==> src/rtl/io_pkg.sv <==
// Shared types and sizing helpers for the IO command/response interfaces.
package io_pkg;

    typedef enum logic {
        IDLE  = 1'b0,
        DRAIN = 1'b1
    } io_state_t;

    // Number of core words needed to carry one port word.
    function automatic int calc_buffercount(input int dataBitWidth, input int portByteWidth);
        if (portByteWidth * 8 <= dataBitWidth) begin
            return 1;
        end
        return (portByteWidth * 8) / dataBitWidth;
    endfunction

    function automatic int calc_counterwidth(input int bufferCount);
        return (bufferCount > 1) ? $clog2(bufferCount) : 1;
    endfunction

endpackage

==> src/rtl/io_response_interface.sv <==
// Captures one wide IO port response and hands it to the core writeback path
// as DATABITWIDTH-bit words, least-significant word first.
module io_response_interface
    import io_pkg::*;
#(
    parameter int  DATABITWIDTH  = 16,
    parameter int  PORTBYTEWIDTH = 8,
    parameter int  TAGBITWIDTH   = 4,
    localparam int BUFFERCOUNT   = calc_buffercount(DATABITWIDTH, PORTBYTEWIDTH),
    localparam int COUNTERWIDTH  = calc_counterwidth(BUFFERCOUNT)
) (
    input  logic                       clk,
    input  logic                       async_rst_n,
    input  logic                       clk_en,
    input  logic                       IORespREQ,
    output logic                       IORespACK,
    input  logic [PORTBYTEWIDTH*8-1:0] RespDataIn,
    input  logic [TAGBITWIDTH-1:0]     RespTagIn,
    output logic                       WordOutValid,
    input  logic                       WordOutReady,
    output logic [DATABITWIDTH-1:0]    WordOut,
    output logic [COUNTERWIDTH-1:0]    WordIndex,
    output logic                       WordLast,
    output logic [TAGBITWIDTH-1:0]     TagOut,
    output logic                       Busy
);

    localparam int PORTBITWIDTH   = PORTBYTEWIDTH * 8;
    localparam int BUFFERBITWIDTH = BUFFERCOUNT * DATABITWIDTH;
    localparam logic [COUNTERWIDTH-1:0] LAST_INDEX = COUNTERWIDTH'(BUFFERCOUNT - 1);

    io_state_t                   state_reg;
    logic [BUFFERBITWIDTH-1:0]   buffer_reg;
    logic [TAGBITWIDTH-1:0]      tag_reg;
    logic [COUNTERWIDTH-1:0]     counter_reg;

    logic [BUFFERBITWIDTH-1:0]   resp_padded;
    logic [DATABITWIDTH-1:0]     selected_word;
    logic                        out_fire;
    logic                        resp_fire;

    // A port narrower than one core word lands zero-extended in the buffer.
    always_comb begin
        resp_padded = '0;
        resp_padded[PORTBITWIDTH-1:0] = RespDataIn;
    end

    assign selected_word = buffer_reg[counter_reg * DATABITWIDTH +: DATABITWIDTH];

    assign Busy         = (state_reg == DRAIN);
    assign WordOutValid = Busy;
    assign WordOut      = Busy ? selected_word : '0;
    assign WordIndex    = counter_reg;
    assign WordLast     = Busy && (counter_reg == LAST_INDEX);
    assign TagOut       = tag_reg;

    assign out_fire  = WordOutValid && WordOutReady && clk_en;
    // Accepting on the final handoff lets back-to-back responses stream with no idle cycle.
    assign IORespACK = clk_en && async_rst_n &&
                       ((state_reg == IDLE) || (out_fire && WordLast));
    assign resp_fire = IORespREQ && IORespACK;

    always_ff @(posedge clk or negedge async_rst_n) begin
        if (!async_rst_n) begin
            state_reg   <= IDLE;
            buffer_reg  <= '0;
            tag_reg     <= '0;
            counter_reg <= '0;
        end else if (clk_en) begin
            case (state_reg)
                IDLE: begin
                    if (resp_fire) begin
                        buffer_reg  <= resp_padded;
                        tag_reg     <= RespTagIn;
                        counter_reg <= '0;
                        state_reg   <= DRAIN;
                    end
                end
                DRAIN: begin
                    if (out_fire) begin
                        if (counter_reg == LAST_INDEX) begin
                            counter_reg <= '0;
                            if (resp_fire) begin
                                buffer_reg <= resp_padded;
                                tag_reg    <= RespTagIn;
                                state_reg  <= DRAIN;
                            end else begin
                                state_reg  <= IDLE;
                            end
                        end else begin
                            counter_reg <= counter_reg + COUNTERWIDTH'(1);
                        end
                    end
                end
                default: begin
                    state_reg   <= IDLE;
                    counter_reg <= '0;
                end
            endcase
        end
    end

endmodule
==> config.mk <==
export PLATFORM = sky130hd
export DESIGN_NAME = io_response_interface
export DESIGN_NICKNAME = d
export VERILOG_FILES = /design/src/rtl/io_pkg.sv /design/src/rtl/io_response_interface.sv
export SDC_FILE = /design/constraint.sdc
export NUM_CORES = 1
export LEC_CHECK = 0
export CAP_MARGIN = 10
export CORE_MARGIN = 8
export CORE_UTILIZATION = 47
export CTS_BUF_LIST = sky130_fd_sc_hd__clkbuf_16
export DETAILED_ROUTE_END_ITERATION = 12
export GPL_TIMING_DRIVEN = 0
export PLACE_DENSITY = 0.8
export SYNTH_ARGS = -nofsm -noshare
export SYNTH_HDL_FRONTEND = slang
export SYNTH_SLANG_ARGS = --single-unit
==> constraint.sdc <==
create_clock -name clk -period 2.3 [get_ports clk]
set_input_delay 0.575 -clock clk [delete_from_list [all_inputs] [get_ports clk]]
set_output_delay 0.575 -clock clk [all_outputs]
set_load 0.02 [all_outputs]
==> results of run 1 <==
## power breakdown
group | switching [mW] | total [mW] | internal (mW)
registers | 0.339 | 2.20 | 1.86
logic | 1.36 | 3.66 | 2.29
clock network | 0.478 | 1.18 | 0.701
total | 2.18 | 7.04 | 4.86
## path summary, 6_finish.rpt
kind,start,to,slack [ns],cells past startpoint
max reg2reg,WordIndex[0]$_DFFE_PN0P_,buffer_reg[23]$_DFFE_PN0P_,0.22,9
min in group clk,buffer_reg[53]$_DFFE_PN0P_,buffer_reg[53]$_DFFE_PN0P_,0.50,1
max in group asynchronous,async_rst_n,buffer_reg[18]$_DFFE_PN0P_,1.68,1
min reg2reg,buffer_reg[53]$_DFFE_PN0P_,buffer_reg[53]$_DFFE_PN0P_,0.50,1
max,WordIndex[0]$_DFFE_PN0P_,WordOut[4],-0.10,5
min,async_rst_n,buffer_reg[9]$_DFFE_PN0P_,0.19,1
## layout by cell type, fill, tap and decap left out
| master | instances |
|---|---|
| nand2_1 | 4 |
| a21boi_2 | 1 |
| buf_12 | 5 |
| a21boi_0 | 1 |
| o21ai_0 | 1 |
| a22o_1 | 2 |
| mux2_4 | 20 |
| clkinv_2 | 1 |
| nand3_1 | 2 |
| clkbuf_2 | 1 |
| inv_1 | 5 |
| and2_1 | 1 |
| nor2_1 | 1 |
| dfrtp_1 | 71 |
| clkinv_1 | 1 |
| clkdlybuf4s50_1 | 79 |
| mux2_2 | 48 |
| nand2b_1 | 1 |
| o31ai_1 | 1 |
| buf_4 | 12 |
| ha_2 | 1 |
| clkbuf_1 | 1 |
| and2_4 | 16 |
| clkdlybuf4s15_2 | 1 |
| buf_6 | 18 |
| buf_8 | 1 |
| mux4_2 | 16 |
| dlygate4sd2_1 | 1 |
| nor2_4 | 1 |
| nand3_2 | 1 |
| clkbuf_16 | 9 |
## metrics by stage
step / total power [mW] / cell area [µm²] / hold WS (ns)
after floorplan: 4.151 / 3334 / 0.2794
after detailed placement: 5.372 / 4433 / 0.4938
after global placement: 5.274 / 4436 / 0.4836
final: 7.036 / 4845 / 0.1940
after global routing: 7.430 / 4845 / 0.2484
after CTS: 6.851 / 4787 / 0.2285
## layout make-up
type	instances	area share
Buffer	14	0.03228
Sequential cell	71	0.3667
Tap cell	96	0.02479
Timing Repair Buffer	105	0.2211
Inverter	1	0.0007748
Clock inverter	6	0.004907
Clock buffer	9	0.04649
Multi-Input combinational cell	118	0.3029
## synth_stat cells, drive strengths merged
master	count	area share
a21boi	2	0.0056
a22o	2	0.0053
and2	17	0.032
buf	12	0.036
clkbuf	2	0.0023
dfrtp	71	0.53
ha	1	0.0038
inv	1	0.0011
mux2	68	0.25
mux4	16	0.11
nand2	4	0.0045
nand2b	1	0.0019
nand3	3	0.0060
nor2	2	0.0045
o21ai	1	0.0015
o31ai	1	0.0023
## cells by family after synthesis
group	synth area share
adder cells (fa/ha/maj)	0.003752
multiplexers	0.3602
flip-flops	0.5328
AND/OR/NAND/NOR	0.04878
buffers and inverters	0.03978
AO/OA/AOI/OAI	0.01464
## metal layers
layer | routed length [µm] | share of wire
met5 | 0 | 0
met4 | 166 | 0.020
met1 | 3237 | 0.39
met2 | 4373 | 0.52
met3 | 605 | 0.072
## critical path, stage by stage (launching register included)
cell and delay (ns):
dfrtp_1 0.42, buf_12 0.15, buf_12 0.13, mux4_2 0.50
and2_4 0.18, buf_6 0.12
## repair_timing
item                                    CTS  global route
endpoints found under the setup margin   18            18
buffers inserted                          6             1
pin swaps                                 1             1
gates resized for setup                 109            18
==> impl_metrics.tcl, run 1 <==
set metrics [dict create \
    regArea_um2 1777 \
    cts.sinks 71 \
    dr.pass1.iters 4 \
    yosysWarnings 0 \
    cap_viol_max_count 0 \
    worstPathMaxFanout 7 \
    via_per_inst 5.257 \
    multi_input_area_um2 1468 \
    met1_usage 0.2071 \
    layout-drive-gt1-share 0.4691 \
    dp_cells 398 \
    rsz0062_at_grt "yes" \
    worst_slack_ns -0.1024 \
    tns_ns -1.365 \
    antenna_found_initial 0 \
    track_usage 0.1788 \
    violations "negative setup slack" \
    initial_core_util 0.4881 \
    cts_root_buffer "clkbuf_16" \
    clockBufferDepth 2 \
    largest_register_ffs 64 \
    die_h_um 100.2 \
    drtIter0Drc 76 \
    syn-instance-count 204 \
    period_minus_slack_ns 2.402 \
    hold_path_class "in -> async" \
    syn_to_final_growth_pct 45.29 \
    vdd.ir_drop.worst_uv 641.9 \
    synth_cell_types 23 \
    syn_avg_cell_area_um2 16.35 \
    gr-total-overflow 0 \
    busiest_layer "met2" \
    crit_type "reg -> out" \
    post-place-ws_ns -0.5322 \
    cellLeakagePower_nw 2.100 \
    cp.arrival_ns 1.83 \
    ys_seq_area_frac 0.5328 \
    clock_skew_ns 0.004490 \
    path_clk_slew_ns 0.05 \
    timing.slew.headroom 0.6296 \
    finalSetupViolations 16 \
    ys_seq_elements 71 \
    grt_max_degree 74 \
    gp_congestion 0.7426 \
    syn_area_um2 3334 \
    syn_nets 278 \
    wl_per_cell_um 19.96 \
    final.period_utilization 1.045 \
    grtUsageMet3 0.07266 \
    postRouteAntennaNets 0 \
    final_util 0.7092 \
    cts.htree.levels 3 \
    worstMarginPinSlew_ns 0.5556 \
    layout.nets 394 \
    cts_buffers 9 \
    startpoint_type "flip-flop" \
    crit_required_ns 1.73 \
    vias 2208 \
    layout.cells.non_filler 420 \
    cts_tree "done" \
    max_freq_ghz 0.4163 \
    clock_latency_ns 0.33 \
    io_buffer_count 98 \
    final_max_slew_viol_count 0 \
    ios 99 \
    drc 0 \
    die_area_um2 10050 \
    power_density_nw_per_um2 1452 \
    outcome "finished, violations left" \
    die_w_um 100.2 \
    met2_usage 0.2862 \
    nFillCells 475 \
    hpwl_um 5872 \
    diodes 0 \
    finalHoldViolCount 0 \
    core-area_um2 6832 \
    end_kind "primary output" \
    hold_buffers 0 \
    rows 30 \
    drt_wl_total_um 8383 \
    grt_pass1_vias 2567 \
    grt_pass1_wl_um 13510 \
]
Power figures use the tool's default switching activity.
==> run 2, diff against run 1 <==
--- a/config.mk
+++ b/config.mk
@@ -10,8 +10,8 @@
 export CORE_UTILIZATION = 47
 export CTS_BUF_LIST = sky130_fd_sc_hd__clkbuf_16
 export DETAILED_ROUTE_END_ITERATION = 12
-export GPL_TIMING_DRIVEN = 0
-export PLACE_DENSITY = 0.8
+export PLACE_DENSITY_LB_ADDON = 0.2
+export SETUP_SLACK_MARGIN = 0.2
 export SYNTH_ARGS = -nofsm -noshare
 export SYNTH_HDL_FRONTEND = slang
 export SYNTH_SLANG_ARGS = --single-unit
==> run 2 against run 1 <==
Compared with the run above:
- the flow still finishes with violations (negative setup slack)
- worst setup slack better by 0.098 ns
- final cell count is 0.24% lower
- total power is 5.4% higher
- global-route usage is 1.8 points lower
- die area stayed put
- critical path type unchanged
- largest cell class unchanged
- largest power group unchanged
==> impl_metrics.tcl, run 2 (synthesis gave the netlist of run 1 again) <==
set metrics [dict create \
    crit_required_ns 1.73 \
    cap_viol_max_count 0 \
    via_per_inst 5.064 \
    violations "negative setup slack" \
    gp_congestion 0.7344 \
    initial_core_util 0.4881 \
    vdd.ir_drop.worst_uv 860.4 \
    vias 2122 \
    max_freq_ghz 0.4339 \
    p_total_mw 7.417 \
    finalSetupViolations 1 \
    cts_buffers 9 \
    cp_slowest_stage_delay_ns 0.50 \
    crit_path_top_delay_cell "mux4_2" \
    crit_type "reg -> out" \
    hpwl_um 5445 \
    final.period_utilization 1.002 \
    rsz0062_at_grt "yes" \
    dp_cells 399 \
    die_h_um 100.2 \
    clockBufferDepth 2 \
    track_usage 0.1604 \
    gr-total-overflow 0 \
    postRouteAntennaNets 0 \
    core-area_um2 6832 \
    grt_pass1_wl_um 12520 \
    ios 99 \
    wl_per_cell_um 18.09 \
    final_max_slew_viol_count 0 \
    layout.cells.non_filler 419 \
    tns_ns -0.004677 \
    syn_to_final_growth_pct 48.07 \
    r2r_cells 9 \
    dr.pass1.iters 4 \
    final_common_cell "clkdlybuf4s50_1" \
    diodes 0 \
    worstMarginPinSlew_ns 0.6530 \
    largest_register_ffs 64 \
    io_buffer_count 98 \
    worst_slack_ns -0.004677 \
    cellLeakagePower_nw 2.116 \
    antenna_found_initial 0 \
    hold_slack_ns 0.2779 \
    period_minus_slack_ns 2.305 \
    die_area_um2 10050 \
    rows 30 \
    timing.slew.headroom 0.5646 \
    postLayoutCellArea_um2 4937 \
    hold_path_class "in -> async" \
    post-place-ws_ns -0.1312 \
    cts.sinks 71 \
    drt_wl_total_um 7579 \
    cp.arrival_ns 1.73 \
    path_clk_slew_ns 0.06 \
    die_w_um 100.2 \
    finalHoldViolCount 0 \
    outcome "finished, violations left" \
    final_util 0.7227 \
    power_density_nw_per_um2 1502 \
    cts.htree.levels 3 \
    path_cells "buf_12, mux4_2, and2_4, buf_6" \
    layout.nets 392 \
    r2r-end "buffer_reg[12]$_DFFE_PN0P_" \
    grt_pass1_vias 2407 \
    reg2reg_from "WordIndex[0]$_DFFE_PN0P_" \
    startpoint_type "flip-flop" \
    clock_skew_ns 0.009299 \
    drc 0 \
    worstPathMaxFanout 7 \
    grt_max_degree 54 \
    postPlaceCellArea_um2 4478 \
    end_kind "primary output" \
    cts_tree "done" \
    cts_root_buffer "clkbuf_16" \
    layout-drive-gt1-share 0.4954 \
    final_cell_mix "clkdlybuf4s50_1, dfrtp_1, mux2_2" \
    ff2ff_setup_slack_ns 0.24 \
    clock_latency_ns 0.33 \
    drtIter0Drc 28 \
]
## run 2: per-layer routing
layer  global-route usage  up-vias  routed length [µm]
li1                     -      969                   -
met1               0.1824     1089                3007
met2               0.2723       56                4017
met3              0.05675        8                 450
met4              0.05581        0                 104
met5                    0        -                   0
## run 2: report_power, final
group | internal (mW) | switching (mW)
Combinational | 2.29 | 1.33
Sequential | 1.86 | 0.341
Clock | 1.06 | 0.525
## run 2: what timing repair did
item | CTS | global route
pin swaps | 15 | 3
resized for setup | 127 | 4
buffers inserted | 1 | 3
setup endpoints to repair | 20 | 17
hold buffers | 0 | 0
## run 2: how the worst max path moves through the flow
| stage | endpoint | start | cells after the start |
|---|---|---|---|
| global route | WordOut[1] | WordIndex[0]$_DFFE_PN0P_ | 4 |
| detailed placement | IORespACK | WordOutReady | 4 |
| floorplan | WordOut[10] | WordIndex[0]$_DFFE_PN0P_ | 4 |
| finish | WordOut[1] | WordIndex[0]$_DFFE_PN0P_ | 4 |
| CTS | WordOut[0] | WordIndex[0]$_DFFE_PN0P_ | 4 |
| global placement | IORespACK | WordOutReady | 4 |
## run 2: critical path, delay by kind of cell, from the launching register on
| family | cells | cell delay, ns |
|---|---|---|
| mux | 1 | 0.50 |
| flops | 1 | 0.46 |
| buf+inv | 2 | 0.28 |
| simple gates | 1 | 0.16 |
## run 2: layout make-up
class,instances,area [µm²]
clock buffers,9,225.2
clock inverters,7,121.4
fillers,485,1894
inverters,1,3.754
multi-input cells,118,1480
flip-flops and latches,71,1778
well taps,96,120.1
repair buffers,117,1209
==> run 3, diff against run 2 <==
--- a/config.mk
+++ b/config.mk
@@ -6,8 +6,10 @@
 export NUM_CORES = 1
 export LEC_CHECK = 0
 export CAP_MARGIN = 10
+export CELL_PAD_IN_SITES_DETAIL_PLACEMENT = 0
+export CELL_PAD_IN_SITES_GLOBAL_PLACEMENT = 1
 export CORE_MARGIN = 8
-export CORE_UTILIZATION = 47
+export CORE_UTILIZATION = 38
 export CTS_BUF_LIST = sky130_fd_sc_hd__clkbuf_16
 export DETAILED_ROUTE_END_ITERATION = 12
 export PLACE_DENSITY_LB_ADDON = 0.2
==> run 3 against run 2 <==
Compared with the run above:
- the flow still finishes with violations (negative setup slack)
- core utilization is 14 points lower
- sequential share of layout area decreased by 0.83 points
- sequential power is essentially flat
- register-to-register slack about the same
- final cell count is 4.3% higher
- via count shrank 0.24%
- total power decreased by 2.1%
- largest power group unchanged
- wire length increased by 5.0%
- combinational power is 1% higher
==> impl_metrics.tcl, run 3 (synthesis gave the netlist of run 1 again) <==
set metrics [dict create \
    worstSetupStartpoint "WordIndex[0]$_DFFE_PN0P_" \
    cts.htree.levels 3 \
    period_minus_slack_ns 2.311 \
    largest_register_ffs 64 \
    track_usage 0.1349 \
    core-area_um2 8636 \
    worstPathMaxFanout 5 \
    reg2reg_from "WordIndex[0]$_DFFE_PN0P_" \
    violations "negative setup slack" \
    cts_root_buffer "clkbuf_16" \
    wl_per_cell_um 18.21 \
    die_h_um 109.7 \
    drt_wl_total_um 7959 \
    finalHoldViolCount 0 \
    gp_congestion 0.6781 \
    ff2ff_setup_slack_ns 0.23 \
    post-place-ws_ns -0.1385 \
    startpoint_type "flip-flop" \
    postRouteAntennaNets 0 \
    layout.nets 398 \
    worst_slack_ns -0.01076 \
    via_per_inst 4.844 \
    endpoint "WordOut[5]" \
    power_density_nw_per_um2 1437 \
    cap_viol_max_count 0 \
    cellLeakagePower_nw 2.178 \
    syn_to_final_growth_pct 51.56 \
    final_common_cell "clkdlybuf4s50_1" \
    r2r_cells 10 \
    crit_required_ns 1.73 \
    cp.arrival_ns 1.74 \
    grt_pass1_vias 2466 \
    io_buffer_count 98 \
    hold_slack_ns 0.4997 \
    clock_skew_ns 0.005272 \
    grt_pass1_wl_um 12280 \
    final.period_utilization 1.005 \
    antenna_found_initial 0 \
    layout-drive-gt1-share 0.4802 \
    crit_type "reg -> out" \
    ios 99 \
    clockBufferDepth 2 \
    cts.sinks 71 \
    timing.slew.headroom 0.4014 \
    rows 34 \
    final_cell_mix "clkdlybuf4s50_1, dfrtp_1, mux2_2" \
    drtIter0Drc 34 \
    vias 2117 \
    clock_latency_ns 0.32 \
    drc 0 \
    cts_tree "done" \
    vdd.ir_drop.worst_uv 597.8 \
    grt_max_degree 72 \
    r2r-end "buffer_reg[2]$_DFFE_PN0P_" \
    gr-total-overflow 0 \
    die_w_um 109.7 \
    hpwl_um 5447 \
    diodes 0 \
    final_util 0.5852 \
    die_area_um2 12030 \
    tns_ns -0.02725 \
    end_kind "primary output" \
    outcome "finished, violations left" \
    final_max_slew_viol_count 0 \
    path_clk_slew_ns 0.05 \
    worstMarginPinSlew_ns 0.8979 \
    hold_path_class "reg -> reg" \
    finalSetupViolations 5 \
    cts_buffers 9 \
    dr.pass1.iters 4 \
    rsz0062_at_grt "yes" \
    initial_core_util 0.3861 \
    max_freq_ghz 0.4328 \
]
-- run 3: final cells by class --
| class | instances | area (µm²) |
|---|---|---|
| clock buffers | 9 | 225.2 |
| clock inverters | 7 | 80.08 |
| well taps | 108 | 135.1 |
| inverters | 1 | 3.754 |
| repair buffers | 123 | 1371 |
| flip-flops and latches | 71 | 1778 |
| fillers | 688 | 3582 |
| multi-input cells | 118 | 1460 |
-- run 3: how the worst min path moves through the flow --
stage	start	to	cells after the start
after floorplan	async_rst_n	Busy$_DFFE_PN0P_	0
after global placement	buffer_reg[42]$_DFFE_PN0P_	buffer_reg[42]$_DFFE_PN0P_	1
after detailed placement	buffer_reg[52]$_DFFE_PN0P_	buffer_reg[52]$_DFFE_PN0P_	1
after CTS	buffer_reg[53]$_DFFE_PN0P_	buffer_reg[53]$_DFFE_PN0P_	1
after global routing	buffer_reg[53]$_DFFE_PN0P_	buffer_reg[53]$_DFFE_PN0P_	1
final	buffer_reg[52]$_DFFE_PN0P_	buffer_reg[52]$_DFFE_PN0P_	1
-- run 3: where the power goes --
| group | total (mW) | switching, mW | internal, mW |
|---|---|---|---|
| Combinational | 3.67 | 1.36 | 2.31 |
| Sequential | 2.17 | 0.303 | 1.86 |
| Clock | 1.42 | 0.491 | 0.931 |
| Total | 7.26 | 2.16 | 5.11 |
-- run 3: metrics by stage --
step | area (µm²) | cells | power (mW)
6_report | 5054 | 437 | 7.264
5_1_grt | 5054 | 437 | 7.676
4_1_cts | 4927 | 432 | 7.313
3_5_place_dp | 4493 | 409 | 5.441
3_3_place_gp | 4493 | 409 | 5.389
2_1_floorplan | 3336 | 204 | 4.153
-- run 3: per-layer routing --
| layer | global-route usage | vias up | share of wire |
|---|---|---|---|
| met5 | 0 | - | 0 |
| met4 | 0.06365 | 0 | 0.015 |
| met3 | 0.04689 | 8 | 0.079 |
| met2 | 0.2214 | 59 | 0.50 |
| met1 | 0.1551 | 1064 | 0.41 |
| li1 | - | 986 | - |
-- run 3: critical path: stages, from the launching register on --
cell and delay [ns]:
dfrtp_2 0.38, buf_4 0.13, buf_16 0.11, mux4_2 0.47
and2_1 0.17, buf_4 0.15
-- run 3: timing repair --
action	in CTS	in global routing
gates cloned	2	4
endpoints found under the setup margin	22	71
gates resized for setup	119	4
endpoints found under the hold margin	0	0
pin swaps	14	2
hold buffers	0	0
setup buffers	5	1
==> RTL edit, RTL diff (flow settings as in run 3) <==
Set the parameter `TAGBITWIDTH` to 3 (it was 4).
--- a/src/rtl/io_response_interface.sv
+++ b/src/rtl/io_response_interface.sv
@@ -6,5 +6,5 @@
     parameter int  DATABITWIDTH  = 16,
     parameter int  PORTBYTEWIDTH = 8,
-    parameter int  TAGBITWIDTH   = 4,
+    parameter int  TAGBITWIDTH   = 3,
     localparam int BUFFERCOUNT   = calc_buffercount(DATABITWIDTH, PORTBYTEWIDTH),
     localparam int COUNTERWIDTH  = calc_counterwidth(BUFFERCOUNT)
Ports: changed (resized RespTagIn and TagOut); port bits go from 99 to 97. No check against the original RTL was run, so the function may have changed too.
==> RTL edit against run 3 <==
The flow still finishes with violations (setup timing). Total power is 1.6% lower. Setup slack worse by 0.034 ns. Count of clock-buffer cells in the layout stayed put. Via count is 2.9% lower. Sequential cell count is 1 lower. Non-clock buffer count is 6 lower. Area after synthesis is 1.0% higher. Cell area is 3.1% lower. Wire length is 4.9% lower. Critical path type unchanged. Highest routed layer unchanged.
==> RTL edit: results (changes against run 3) <==
| Metric | Value |
|---|---|
| Reg2reg setup slack | `0.32 ns (+0.09 ns)` |
| Worst hold path type | `primary input to async pin` |
| Peak supply drop | `0.000659 V (+10%)` |
| Multi-input combinational cell count | `117 (-0.85%)` |
| Setup TNS | `-0.137 ns (-0.110 ns)` |
| Setup violators final | `4 (-1)` |
| Depth of the most critical reg-to-reg path | `8 (-2)` |
| Register area | `0.00175 sq mm (-1.4%)` |
| Max-slew headroom | `48.4% (+8.2 points)` |
| Failing checks | `setup timing` |
| Status | `complete, but fails checks` |
| Drt wl/cell | `17.6 um (-3.2%)` |
| Initial DRC count | `25 (-26%)` |
| Layout non-clock buf frac | `24.5% (-2.6 points)` |
| Synth top cells by count | `dfrtp_1 (70), mux2_2 (37), mux2_4 (30), and2_1 (17), mux4_2 (15)` |
| Sequential area share after synthesis | `52.0% (-1.3 points)` |
| Critical Path Sink | `WordOut[11]` |
| Adder and majority gate portion of the synthesized area | `0.371% (-0.0038 points)` |
| Placed Area | `0.00448 sq mm (-0.36%)` |
| Die X | `110 um (+0.43%)` |
| Final worst slack | `-0.0450 ns (-0.0342 ns)` |
| M2 GR Usage | `20.7% (-1.5 points)` |
| Compound-Gate Fraction of Synth Area | `1.67% (+0.21 points)` |
| Vias in the first global route | `2,328 (-5.6%)` |
| Multi-input gate area in the final layout | `0.00151 sq mm (+3.7%)` |
| Crit path arrival time | `1.77 ns (+0.03 ns)` |
[RTL edit: cell count changes after synthesis, sizes merged]
cell   delta
dfrtp     -1
mux2      -1
[RTL edit: routing by layer]
metal	vias to the layer above	share of wire, %
met1	1026	44
met2	59	48
met5	-	0
li1	965	-
met3	5	7.5
met4	0	0.58
[RTL edit: critical path: stages, from the launching register on]
cell     delay [ns]
dfrtp_2        0.42
buf_6          0.14
buf_16         0.12
mux4_2         0.49
and2_4         0.15
buf_6          0.12
[RTL edit: repair_timing]
item / in CTS / in global routing
buffers inserted: 3 / 0
endpoints found under the hold margin: 0 / 0
resized for setup: 133 / 4
setup endpoints to repair: 22 / 18
cloned: 1 / 0
pin swaps: 15 / 2
[RTL edit: power by group]
part	internal [mW]	switching, mW	leakage (nW)	total (mW)
registers	1.84	0.322	0.851	2.16
clock network	0.829	0.497	0.133	1.33
logic	2.33	1.33	1.13	3.66
total	5.00	2.15	2.11	7.15
